--- src/rtl/ps2_pkg.sv ---
// rtl/ps2_pkg.sv - shared frame FSM encoding and PS/2 scan-code constants
// Purpose: types and constants shared by the PS/2 keyboard receiver files.
// Ports: none (package).
package ps2_pkg;

  typedef enum logic [1:0] {
    ST_IDLE   = 2'd0,
    ST_DATA   = 2'd1,
    ST_PARITY = 2'd2,
    ST_STOP   = 2'd3
  } ps2_state_e;

  localparam logic [7:0] SC_BREAK  = 8'hF0;
  localparam logic [7:0] SC_EXT    = 8'hE0;
  localparam logic [7:0] SC_LSHIFT = 8'h12;
  localparam logic [7:0] SC_RSHIFT = 8'h59;

endpackage

--- src/rtl/ps2_scan_to_ascii.sv ---
// rtl/ps2_scan_to_ascii.sv - combinational set-2 make code to ASCII ROM
// Purpose: maps {shift, code} to {valid, ascii}; letters, digits, space, enter, backspace.
// Ports:
//   key    in  9  {shift, make code[7:0]}
//   result out 8  {valid, ascii[6:0]}; valid=0 for unmapped codes
module ps2_scan_to_ascii (
  input  logic [8:0] key,
  output logic [7:0] result
);

  // pair = {unshifted, shifted}
  logic [13:0] pair;
  logic        hit;

  always_comb begin
    pair = '0;
    hit  = 1'b1;
    case (key[7:0])
      8'h1C: pair = {7'h61, 7'h41};
      8'h32: pair = {7'h62, 7'h42};
      8'h21: pair = {7'h63, 7'h43};
      8'h23: pair = {7'h64, 7'h44};
      8'h24: pair = {7'h65, 7'h45};
      8'h2B: pair = {7'h66, 7'h46};
      8'h34: pair = {7'h67, 7'h47};
      8'h33: pair = {7'h68, 7'h48};
      8'h43: pair = {7'h69, 7'h49};
      8'h3B: pair = {7'h6A, 7'h4A};
      8'h42: pair = {7'h6B, 7'h4B};
      8'h4B: pair = {7'h6C, 7'h4C};
      8'h3A: pair = {7'h6D, 7'h4D};
      8'h31: pair = {7'h6E, 7'h4E};
      8'h44: pair = {7'h6F, 7'h4F};
      8'h4D: pair = {7'h70, 7'h50};
      8'h15: pair = {7'h71, 7'h51};
      8'h2D: pair = {7'h72, 7'h52};
      8'h1B: pair = {7'h73, 7'h53};
      8'h2C: pair = {7'h74, 7'h54};
      8'h3C: pair = {7'h75, 7'h55};
      8'h2A: pair = {7'h76, 7'h56};
      8'h1D: pair = {7'h77, 7'h57};
      8'h22: pair = {7'h78, 7'h58};
      8'h35: pair = {7'h79, 7'h59};
      8'h1A: pair = {7'h7A, 7'h5A};
      8'h16: pair = {7'h31, 7'h21};
      8'h1E: pair = {7'h32, 7'h40};
      8'h26: pair = {7'h33, 7'h23};
      8'h25: pair = {7'h34, 7'h24};
      8'h2E: pair = {7'h35, 7'h25};
      8'h36: pair = {7'h36, 7'h5E};
      8'h3D: pair = {7'h37, 7'h26};
      8'h3E: pair = {7'h38, 7'h2A};
      8'h46: pair = {7'h39, 7'h28};
      8'h45: pair = {7'h30, 7'h29};
      8'h29: pair = {7'h20, 7'h20};
      8'h5A: pair = {7'h0D, 7'h0D};
      8'h66: pair = {7'h08, 7'h08};
      default: hit = 1'b0;
    endcase
  end

  assign result = {hit, key[8] ? pair[6:0] : pair[13:7]};

endmodule

--- src/rtl/ps2_keyboard_rx.sv ---
// rtl/ps2_keyboard_rx.sv - PS/2 keyboard receiver with ASCII character queue
// Purpose: synchronizes and filters PS/2 clock/data, receives 11-bit frames, decodes
//   make/break/shift sequences to ASCII and queues characters for CPU polling.
// Ports:
//   mclk        in   1  system clock, rising edge
//   reset       in   1  synchronous active-low reset
//   ps2_clk     in   1  raw PS/2 clock (async, idles high)
//   ps2_in      in   1  raw PS/2 data (async, idles high)
//   KB_read_en  in   1  pop head character
//   KB_clear    in   1  flush character queue
//   KB_status   out  1  queue non-empty
//   KB_data     out  7  head character, 0 when empty
//   frame_err   out  1  one-cycle pulse per aborted or rejected frame
module ps2_keyboard_rx
  import ps2_pkg::*;
#(
  parameter int FILTER_LEN     = 8,
  parameter int TIMEOUT_CYCLES = 160000,
  parameter int FIFO_DEPTH     = 4
) (
  input  logic       mclk,
  input  logic       reset,
  input  logic       ps2_clk,
  input  logic       ps2_in,
  input  logic       KB_read_en,
  input  logic       KB_clear,
  output logic       KB_status,
  output logic [6:0] KB_data,
  output logic       frame_err
);

  localparam int FW = $clog2(FILTER_LEN + 1);
  localparam int TW = $clog2(TIMEOUT_CYCLES + 1);
  localparam int AW = $clog2(FIFO_DEPTH);
  localparam int CW = AW + 1;

  // ---------------- synchronizers ----------------
  logic clk_s1, clk_s2, dat_s1, dat_s2;

  always_ff @(posedge mclk) begin
    if (!reset) begin
      clk_s1 <= 1'b1;
      clk_s2 <= 1'b1;
      dat_s1 <= 1'b1;
      dat_s2 <= 1'b1;
    end else begin
      clk_s1 <= ps2_clk;
      clk_s2 <= clk_s1;
      dat_s1 <= ps2_in;
      dat_s2 <= dat_s1;
    end
  end

  // ---------------- clock filter ----------------
  // filt_cnt counts consecutive samples that disagree with the filtered level;
  // the level flips on the FILTER_LEN-th one.
  logic          clk_filt, clk_filt_prev, fall;
  logic [FW-1:0] filt_cnt;

  always_ff @(posedge mclk) begin
    if (!reset) begin
      clk_filt      <= 1'b1;
      clk_filt_prev <= 1'b1;
      filt_cnt      <= '0;
    end else begin
      clk_filt_prev <= clk_filt;
      if (clk_s2 == clk_filt) begin
        filt_cnt <= '0;
      end else if (filt_cnt == FW'(FILTER_LEN - 1)) begin
        clk_filt <= clk_s2;
        filt_cnt <= '0;
      end else begin
        filt_cnt <= filt_cnt + FW'(1);
      end
    end
  end

  assign fall = clk_filt_prev & ~clk_filt;

  // ---------------- frame FSM ----------------
  ps2_state_e    state_q, state_d;
  logic [2:0]    bit_cnt;
  logic [7:0]    shreg;
  logic          parity_bit, parity_ok;
  logic          frame_valid, err_d, timeout;
  logic [TW-1:0] to_cnt;

  assign parity_ok = ^{shreg, parity_bit};
  assign timeout   = (state_q != ST_IDLE) && !fall && (to_cnt == TW'(TIMEOUT_CYCLES - 1));

  always_ff @(posedge mclk) begin
    if (!reset) state_q <= ST_IDLE;
    else        state_q <= state_d;
  end

  always_comb begin
    state_d     = state_q;
    frame_valid = 1'b0;
    err_d       = 1'b0;
    if (timeout) begin
      state_d = ST_IDLE;
      err_d   = 1'b1;
    end else if (fall) begin
      case (state_q)
        ST_IDLE:   if (!dat_s2) state_d = ST_DATA;
        ST_DATA:   if (bit_cnt == 3'd7) state_d = ST_PARITY;
        ST_PARITY: state_d = ST_STOP;
        ST_STOP: begin
          state_d = ST_IDLE;
          if (dat_s2 && parity_ok) frame_valid = 1'b1;
          else                     err_d       = 1'b1;
        end
        default:   state_d = ST_IDLE;
      endcase
    end
  end

  always_ff @(posedge mclk) begin
    if (!reset) begin
      bit_cnt    <= '0;
      shreg      <= '0;
      parity_bit <= 1'b0;
      frame_err  <= 1'b0;
    end else begin
      frame_err <= err_d;
      if (fall && !timeout) begin
        case (state_q)
          ST_IDLE: bit_cnt <= '0;
          ST_DATA: begin
            shreg   <= {dat_s2, shreg[7:1]};
            bit_cnt <= bit_cnt + 3'd1;
          end
          ST_PARITY: parity_bit <= dat_s2;
          default: ;
        endcase
      end
    end
  end

  // Only runs while a frame is in progress; any fall restarts the window.
  always_ff @(posedge mclk) begin
    if (!reset || fall || timeout || state_q == ST_IDLE) to_cnt <= '0;
    else                                                  to_cnt <= to_cnt + TW'(1);
  end

  // ---------------- decode ----------------
  logic       brk_q, ext_q, shift_q, push_q;
  logic [6:0] push_char_q;
  logic [7:0] rom_out;
  logic       is_shift;

  ps2_scan_to_ascii u_rom (
    .key    ({shift_q, shreg}),
    .result (rom_out)
  );

  assign is_shift = (shreg == SC_LSHIFT) || (shreg == SC_RSHIFT);

  always_ff @(posedge mclk) begin
    if (!reset) begin
      brk_q       <= 1'b0;
      ext_q       <= 1'b0;
      shift_q     <= 1'b0;
      push_q      <= 1'b0;
      push_char_q <= '0;
    end else begin
      push_q <= 1'b0;
      if (frame_valid) begin
        // an extended prefix swallows the following byte whatever it is
        if (ext_q) begin
          ext_q <= 1'b0;
        end else if (brk_q) begin
          brk_q <= 1'b0;
          if (is_shift) shift_q <= 1'b0;
        end else if (shreg == SC_BREAK) begin
          brk_q <= 1'b1;
        end else if (shreg == SC_EXT) begin
          ext_q <= 1'b1;
        end else if (is_shift) begin
          shift_q <= 1'b1;
        end else if (rom_out[7]) begin
          push_q      <= 1'b1;
          push_char_q <= rom_out[6:0];
        end
      end
    end
  end

  // ---------------- character queue ----------------
  logic [6:0]    mem [FIFO_DEPTH];
  logic [AW-1:0] wr_ptr, rd_ptr;
  logic [CW-1:0] count;
  logic          do_push, do_pop;

  assign do_pop  = KB_read_en && (count != '0);
  // a pop in the same cycle frees the slot, so a full queue still accepts the push
  assign do_push = push_q && ((count != CW'(FIFO_DEPTH)) || do_pop);

  always_ff @(posedge mclk) begin
    if (!reset || KB_clear) begin
      wr_ptr <= '0;
      rd_ptr <= '0;
      count  <= '0;
    end else begin
      if (do_push) wr_ptr <= wr_ptr + AW'(1);
      if (do_pop)  rd_ptr <= rd_ptr + AW'(1);
      case ({do_push, do_pop})
        2'b10:   count <= count + CW'(1);
        2'b01:   count <= count - CW'(1);
        default: ;
      endcase
    end
  end

  always_ff @(posedge mclk) begin
    if (reset && !KB_clear && do_push) mem[wr_ptr] <= push_char_q;
  end

  assign KB_status = (count != '0);
  assign KB_data   = KB_status ? mem[rd_ptr] : 7'h00;

endmodule

--- config.mk ---
export PLATFORM = sky130hd
export DESIGN_NAME = ps2_keyboard_rx
export DESIGN_NICKNAME = d
export VERILOG_FILES = /design/src/rtl/ps2_pkg.sv /design/src/rtl/ps2_scan_to_ascii.sv /design/src/rtl/ps2_keyboard_rx.sv
export SDC_FILE = /design/constraint.sdc
export NUM_CORES = 1
export LEC_CHECK = 0
export BUFFER_PORTS_ARGS = -buffer_cell sky130_fd_sc_hd__buf_2
export CAP_MARGIN = 20
export CORE_AREA = 2 2 83 116
export CTS_BUF_LIST = sky130_fd_sc_hd__clkbuf_8
export DETAILED_ROUTE_END_ITERATION = 12
export DIE_AREA = 0 0 85 118
export PLACE_DENSITY = 0.78
export RECOVER_POWER = 50
export SLEW_MARGIN = 20
export SYNTH_ARGS = -nofsm -noshare
export SYNTH_HDL_FRONTEND = slang
export SYNTH_SLANG_ARGS = --single-unit
--- constraint.sdc ---
create_clock -name mclk -period 2.3 [get_ports mclk]
set_input_delay 0.23 -clock mclk [delete_from_list [all_inputs] [get_ports mclk]]
set_output_delay 0.23 -clock mclk [all_outputs]
set_load 0.01 [all_outputs]
==> flow_metrics.tcl, run 1 <==
set metrics [dict create \
    start_kind "flip-flop" \
    seq_area_frac_synth_pct 43.5 \
    grt_pass1_vias 4081 \
    cp-end-kind "flip-flop" \
    crit_buf_inv 0 \
    r2r-start "shreg[7]" \
    cp.depth 6 \
    htree_levels 3 \
    setup.worst_path.class "reg2reg" \
    cts-hold-fix-buffers 0 \
    insertion_delay_ns 0.36 \
    cts_buffers 9 \
    start_util_pct 53.8 \
    r2r_end "push_char_q[2]" \
    yosysWarningCount 0 \
    synth_cells 514 \
    clock.fmax_ghz 0.421 \
    rsz0062_at_grt "true" \
    wire_per_inst_um 15.8 \
    fin_skew_ns 0.0165 \
    use_met3_pct 2.95 \
    slew_violations 0 \
    routed_wl_um 11200 \
    hold_class "in2reg" \
    synth_cell_types 65 \
    die_x_um 85 \
    tns_ns -0.360 \
    top_usage_layer "met2" \
    cts_max_path_buffers 2 \
    grt_pass1_wl_um 19000 \
    first_iter_violations 196 \
    synth_flop_cell "dfxtp_1" \
    grt_remaining_overflow 0 \
    finalHoldViolCount 0 \
    status "finished, violations left" \
    syn-num-nets 533 \
    ys_ff_latch 91 \
    syn_area_mm2 0.00483 \
    fin_nets 614 \
    die-area_mm2 0.0100 \
    drive_gt1_share_pct 24.7 \
    io_pins 15 \
    gp_congestion 0.913 \
    min_period_ns 2.37 \
    path_max_fanout 8 \
    met2_usage_pct 42.7 \
    cp-endpoint "push_char_q[2]" \
    p_leak_nw 2.25 \
    place_inst 686 \
    port-buffer-count 14 \
    arrival_ns 2.64 \
    vias_per_cell 5.69 \
    path_delay_family "XOR/XNOR gates" \
    cpPeakStageDelay_ns 0.53 \
    maxSlewHeadroom_pct 60.8 \
    dp_slack_ns -0.254 \
    num_vias 4022 \
    fin_ws_ns -0.0735 \
    fin_total_pwr_mw 2.72 \
    rows 41 \
    period_share_pct 103 \
    grt_util_all_layers_pct 23.3 \
    async_flop_share_pct 0 \
    hpwl_um 8600 \
    irDropWorstVdd_uv 493 \
    cp_slowest_cell "or4b_4" \
    synth.avg_cell_area_um2 9.40 \
    powerDensity_mw_per_mm2 461 \
    startpoint "shreg[7]" \
    rrSetupSlack_ns -0.07 \
    cp_data_required_time_ns 2.57 \
    finalNonFillerCells 707 \
    antenna_cells 0 \
    antenna_found_initial 0 \
    worstPathCellList "xor2_1 > xnor3_1 > xnor2_2 > or4b_4 > a211o_4 > a211oi_2" \
    synth-edff-count 28 \
    cts.sinks 91 \
    cts_tree "done" \
    worst_pin_slew_ns 0.588 \
    ant_nets 0 \
    met1_usage_pct 26.3 \
    setup_viol 7 \
    rr_worst_depth 6 \
    violations "negative setup slack" \
    dieHeight_um 118 \
    route.detailed.drc 0 \
    layout_common_cells "buf_4 (87), dfxtp_1 (58), nor2_1 (56)" \
    nFillCells 717 \
    grt_max_degree 19 \
    core_area_mm2 0.00898 \
    cts-root-buf "clkbuf_8" \
    syn2layout_area_growth_pct 22.1 \
    fin_hold_ws_ns 0.0550 \
    drv_cap 0 \
    clk_pin_slew_worst_paths_ns 0.09 \
    final_common_cell "buf_4" \
    drt_first_pass_iters 4 \
]
worst min-delay path by stage:
stage          startpoint            end  slack (ns)  cells after the start
6_report          ps2_clk         clk_s1        0.05                      2
3_5_place_dp       dat_s1         dat_s2        0.40                      1
2_1_floorplan       reset  clk_filt_prev        0.30                      1
3_3_place_gp       dat_s1         dat_s2        0.39                      1
5_1_grt           ps2_clk         clk_s1        0.05                      2
4_1_cts           ps2_clk         clk_s1        0.04                      2
layout make-up:
cell class,instances,area (um^2),share of cell area (%)
Multi-Input combinational cell,371,2630,44.5
Sequential cell,91,2120,35.9
Timing Repair Buffer,105,758,12.9
Clock buffer,11,151,2.57
Tap cell,107,134,2.27
Inverter,17,63.8,1.08
Clock inverter,5,45.0,0.764
through the flow:
step                instance area (um^2)  utilization (%)
finish                              5900             65.7
floorplan                           4850                -
global placement                    5550             61.8
detailed placement                  5550             61.8
global route                        5900             65.7
CTS                                 5870             65.4
flip-flops by register name, summed over array words and instances, names as in the netlist, 2 cells and up, named ones only:
signal       count
state_q          2
mem             28
filt_cnt         4
push_char_q      7
bit_cnt          3
rd_ptr           2
wr_ptr           2
count            3
to_cnt          18
shreg            8
what timing repair did:
item	in CTS	in global routing
setup buffers	6	2
setup endpoints to repair	10	11
resized for setup	20	9
pin swaps	4	7
cells in the mapped netlist, types with 8 or more instances:
cell type / n / area (um^2)
xor2_1: 21 / 184
clkbuf_1: 29 / 109
nand2b_1: 15 / 93.8
xnor2_1: 11 / 96.3
o21ai_0: 10 / 50.1
a21oi_1: 16 / 80.1
o211ai_1: 9 / 67.6
nor2_1: 56 / 210
nand3_1: 23 / 115
ha_1: 12 / 150
nand4_1: 8 / 50.1
dfxtp_1: 63 / 1260
and2_1: 14 / 87.6
edfxtp_1: 28 / 841
inv_1: 16 / 60.1
mux2i_1: 9 / 90.1
nand2_1: 50 / 188
metal layers:
layer	part of all wire (%)	wire [um]	vias up
met5	0	0	-
met4	3.4	382	0
met3	2.4	272	31
met2	54	6050	74
met1	40	4460	1907
li1	-	-	2010
where the power goes:
group	internal [mW]	switching (mW)
sequential	1.64	0.00227
clock	0.467	0.576
combinational	0.00986	0.0216
total	2.12	0.600
cell families after synthesis:
group | after synthesis | share of synthesized area, %
xor gates and xnor gates | 34 | 6.61
DFF | 91 | 43.5
muxes | 16 | 5.13
buffers and inverters | 52 | 4.33
AOI/OAI and AO/OA | 80 | 11.7
adders and majority gates | 13 | 3.52
and+or+nand+nor | 228 | 25.2
worst reg2reg max path, cell delays in order (launching register included):
cell      delay, ns
dfxtp_4        0.39
xor2_1         0.16
xnor3_1        0.46
xnor2_2        0.16
or4b_4         0.53
a211o_4        0.40
a211oi_2       0.20
(Power assumes the default switching activity.)
==> run 2: changes to the inputs <==
- BUFFER_PORTS_ARGS: -buffer_cell sky130_fd_sc_hd__buf_2 -> -buffer_cell sky130_fd_sc_hd__buf_4
- MAX_ROUTING_LAYER: default -> met4
==> run 2 against run 1 <==
Effect of this change:
- the run still ends with negative setup slack left
- flip-flop and latch count did not move
- non-clock buffer count fell by 2
- routed wire length rose by 4.1%
==> flow_metrics.tcl, run 2 (synthesis gave the netlist of run 1 again) <==
set metrics [dict create \
    routed_wl_um 11600 \
    setup_viol 9 \
    multiInputGateArea_mm2 0.00263 \
    place_area_mm2 0.00557 \
    die-area_mm2 0.0100 \
    rsz0062_at_grt "true" \
    cp_data_required_time_ns 2.54 \
    cts-root-buf "clkbuf_8" \
    cts_tree "done" \
    top_register "mem" \
    ant_nets 0 \
    grt_remaining_overflow 0 \
    core_area_mm2 0.00898 \
    insertion_delay_ns 0.36 \
    wire_per_inst_um 16.5 \
    reg.largest.list "mem: 28 flops, to_cnt: 18 flops, shreg: 8 flops" \
    cp_slowest_cell "or4b_4" \
    largest_reg_flops 28 \
    first_iter_violations 184 \
    arrival_ns 2.65 \
    antenna_cells 0 \
    fin_util_pct 65.8 \
    fin_skew_ns 0.0133 \
    clk_pin_slew_worst_paths_ns 0.09 \
    final_common_cell "buf_4" \
    cts-hold-fix-buffers 0 \
    io_pins 15 \
    worst_pin_slew_ns 1.06 \
    irDropWorstVdd_uv 451 \
    powerDensity_mw_per_mm2 453 \
    grt_util_all_layers_pct 24.3 \
    port-buffer-count 14 \
    grt_pass1_wl_um 18900 \
    drt_first_pass_iters 5 \
    dieHeight_um 118 \
    die_x_um 85 \
    vias_per_cell 5.77 \
    hold_class "in2reg" \
    violations "negative setup slack" \
    seqCellArea_mm2 0.00211 \
    grt_max_degree 25 \
    cpPeakStageDelay_ns 0.55 \
    grt_pass1_vias 4045 \
    start_kind "flip-flop" \
    drv_cap 0 \
    min_period_ns 2.41 \
    cp-end-kind "flip-flop" \
    finalHoldViolCount 0 \
    slew_violations 0 \
    clock.fmax_ghz 0.416 \
    fin_ws_ns -0.105 \
    path_max_fanout 8 \
    layout_common_cells "buf_4 (98), dfxtp_1 (59), nor2_1 (56)" \
    setup.worst_path.class "reg2reg" \
    gp_congestion 1.00 \
    syn2layout_area_growth_pct 22.3 \
    rows 41 \
    maxSlewHeadroom_pct 29.5 \
    htree_levels 3 \
    period_share_pct 105 \
    status "finished, violations left" \
    design_area_mm2 0.00591 \
    cts_max_path_buffers 2 \
    num_vias 4066 \
    cts.sinks 91 \
    nFillCells 712 \
    route.detailed.drc 0 \
    start_util_pct 53.8 \
    fin_nets 612 \
    drive_gt1_share_pct 24.1 \
    worstPathCellList "buf_6 > or4b_4 > buf_4 > o311a_1 > and4_4 > a211o_4 > mux2i_1" \
    dp_slack_ns -0.290 \
    antenna_found_initial 0 \
    hpwl_um 8820 \
    p_leak_nw 2.25 \
    cts_buffers 9 \
]
[run 2: cell count changes in the layout (fill, tap and decap cells not counted), sizes merged]
cell,change
clkinvlp,-1
inv,+3
clkbuf,-3
clkinv,-2
buf,+1
[run 2: path summary, 6_finish.rpt]
path,from,endpoint,slack [ns],cells after the start
hold reg to reg,clk_s1,clk_s2,0.41,1
setup / recovery,shreg[7],push_char_q[1],-0.11,7
hold / removal,ps2_clk,clk_s1,0.05,2
setup reg to reg,shreg[7],push_char_q[1],-0.11,7
[run 2: metrics by stage]
step | power, mW | TNS, ns | hold WS [ns] | cells
2_1_floorplan | 1.70 | -0.516 | 0.303 | 514
3_3_place_gp | 1.72 | -1.31 | 0.394 | 684
3_5_place_dp | 1.72 | -2.01 | 0.396 | 684
4_1_cts | 2.70 | -0.545 | 0.0315 | 704
5_1_grt | 2.76 | -1.18 | 0.0453 | 705
6_report | 2.68 | -0.721 | 0.0451 | 705
[run 2: what timing repair did]
action / in CTS / in global routing
setup endpoints to repair: 10 / 10
pin swaps: 5 / 6
buffers inserted: 4 / 1
gates resized for setup: 14 / 15
[run 2: layout make-up]
class | count | area share (%)
inverter | 17 | 1.08
tap | 107 | 2.27
clock buffer | 11 | 2.56
timing repair buffer | 103 | 13.3
sequential | 91 | 35.8
clock inverter | 5 | 0.445
multi-input combinational | 371 | 44.5
[run 2: critical path, delay by kind of cell, from the launching register on]
| family | cells | cell delay [ns] |
|---|---|---|
| flip-flops | 1 | 0.34 |
| AND/OR/NAND/NOR | 2 | 0.76 |
| AO/OA/AOI/OAI | 2 | 0.76 |
| multiplexers | 1 | 0.14 |
| buffers and inverters | 2 | 0.29 |
[run 2: where the power goes]
part / leakage, nW / internal (mW) / switching [mW]
sequential: 0.771 / 1.64 / 0.00230
clock: 0.103 / 0.447 / 0.554
combinational: 1.38 / 0.0115 / 0.0214
total: 2.25 / 2.10 / 0.578
[run 2: per-layer routing]
metal  GRT usage [%]  wire [um]  share of wire, %
met5               -          0                 0
met2            42.8       6060                52
met3            4.07        385               3.3
met4            13.8        650               5.6
met1            24.8       4520                39
==> run 3: changes to the inputs <==
- HOLD_SLACK_MARGIN: default -> 0.1
- PLACE_DENSITY: 0.78 -> 0.77
==> run 3 against run 2 <==
Effect of this change:
- power is 2.4% higher
- clock power is 6% higher
- the run still ends with negative setup slack left
- sequential share of layout area is 0.90 points lower
- fmax is 0.63% lower
- clock skew is 0.0070 ns lower
- non-clock buffer count is 10 higher
- combinational power is 12% higher
- worst setup slack worse by 0.015 ns
- clock-buffer cell count is 1 lower
- critical path type unchanged
- global-route usage is 0.33 points higher
- first-iteration DRC count is 61% higher
==> flow_metrics.tcl, run 3 (synthesis gave the netlist of run 1 again) <==
set metrics [dict create \
    ant_nets 0 \
    wire_per_inst_um 16.8 \
    period_share_pct 105 \
    fin_total_pwr_mw 2.74 \
    core_area_mm2 0.00898 \
    clk_pin_slew_worst_paths_ns 0.08 \
    antenna_found_initial 0 \
    worst_pin_slew_ns 0.553 \
    rows 41 \
    p_seq_share_pct 60.0 \
    final_common_cell "buf_4" \
    slew_violations 0 \
    grt_max_degree 24 \
    status "finished, violations left" \
    path_max_fanout 9 \
    grt_remaining_overflow 0 \
    fin_ws_ns -0.120 \
    start_kind "flip-flop" \
    maxSlewHeadroom_pct 62.7 \
    rsz0062_at_grt "true" \
    internal_power_mw 2.18 \
    cp_data_required_time_ns 2.53 \
    clock.fmax_ghz 0.413 \
    min_period_ns 2.42 \
    cp-end-kind "flip-flop" \
    grt_util_all_layers_pct 24.6 \
    start_util_pct 53.8 \
    cts_buffers 9 \
    hpwl_um 8730 \
    clkPwrFrac_pct 38.7 \
    powerDensity_mw_per_mm2 451 \
    insertion_delay_ns 0.36 \
    dp_slack_ns -0.243 \
    drive_gt1_share_pct 26.8 \
    arrival_ns 2.66 \
    port-buffer-count 14 \
    finalHoldViolCount 0 \
    htree_levels 3 \
    num_vias 4159 \
    irDropWorstVdd_uv 418 \
    drt_first_pass_iters 6 \
    route.detailed.drc 0 \
    cts.sinks 91 \
    routed_wl_um 12000 \
    setup_viol 10 \
    fin_util_pct 67.6 \
    setup.worst_path.class "reg2reg" \
    p_sw_mw 0.560 \
    first_iter_violations 296 \
    cts-root-buf "clkbuf_8" \
    gp_congestion 1.02 \
    vias_per_cell 5.82 \
    hold_class "in2reg" \
    largest_reg_flops 28 \
    grt_pass1_wl_um 19400 \
    die-area_mm2 0.0100 \
    io_pins 15 \
    drv_cap 0 \
    cts_tree "done" \
    violations "negative setup slack" \
    p_leak_nw 2.32 \
    syn2layout_area_growth_pct 25.7 \
    nFillCells 682 \
    dieHeight_um 118 \
    switching_share_pct 20.4 \
    antenna_cells 0 \
    fin_skew_ns 0.00628 \
    die_x_um 85 \
    reg.largest.list "mem: 28 flops, to_cnt: 18 flops, shreg: 8 flops" \
    layout_common_cells "buf_4 (101), nor2_1 (56), dfxtp_1 (56)" \
    grt_pass1_vias 4136 \
    fin_hold_ws_ns 0.280 \
    fin_nets 622 \
    top_register "mem" \
    tns_ns -0.836 \
    combPwrFrac_pct 1.4 \
    cts_max_path_buffers 2 \
]
run 3: final timing paths:
check | endpoint | slack (ns) | start | cells past startpoint
max | push_char_q[1] | -0.12 | shreg[7] | 7
min | flip-flop | 0.28 | KB_read_en | 4
max reg2reg | push_char_q[1] | -0.12 | shreg[7] | 7
min reg2reg | dat_s2 | 0.43 | dat_s1 | 1
run 3: area by class of cell:
cell class / count / area [um^2] / area share (%)
clock buffers: 10 / 138 / 2.27
clock inverters: 6 / 56.3 / 0.927
inverters: 17 / 63.8 / 1.05
multi-input cells: 371 / 2690 / 44.3
flip-flops and latches: 91 / 2120 / 34.9
well taps: 107 / 134 / 2.21
repair buffers: 113 / 870 / 14.3
run 3: power groups by stage:
stage / Clock (mW) / Sequential, mW / Combinational, mW
6_report: 1.06 / 1.64 / 0.0370
5_1_grt: 1.15 / 1.64 / 0.0409
4_1_cts: 1.08 / 1.64 / 0.0377
3_5_place_dp: 0 / 1.68 / 0.0349
3_3_place_gp: 0 / 1.68 / 0.0337
2_1_floorplan: 0 / 1.68 / 0.0202
run 3: stage by stage:
step,instances,instance area [um^2]
after global placement,686,5590
after floorplan,514,4850
after CTS,707,5890
after detailed placement,686,5590
after global routing,715,6070
final,715,6070
run 3: repair_timing:
item                                   CTS  global route
setup endpoints to repair               10            10
resized for setup                       18            25
gates cloned                             0             1
hold buffers                             2             0
endpoints found under the hold margin    2             0
pin swaps                                4            15
buffers inserted                         3             8
run 3: layer usage:
layer | GRT usage (%) | wire [um] | vias to the layer above
met2 | 43.1 | 6430 | 111
li1 | - | - | 2025
met3 | 4.28 | 400 | 39
met4 | 11.9 | 509 | 0
met5 | - | 0 | -
met1 | 26.3 | 4650 | 1984
run 3: worst max-delay path: stages (launching register included):
cell and delay [ns]:
dfxtp_2 0.34, buf_6 0.13, or4b_4 0.57, and3_4 0.17, o311a_1 0.34, and4_4 0.21, a211o_4 0.39, mux2i_1 0.14
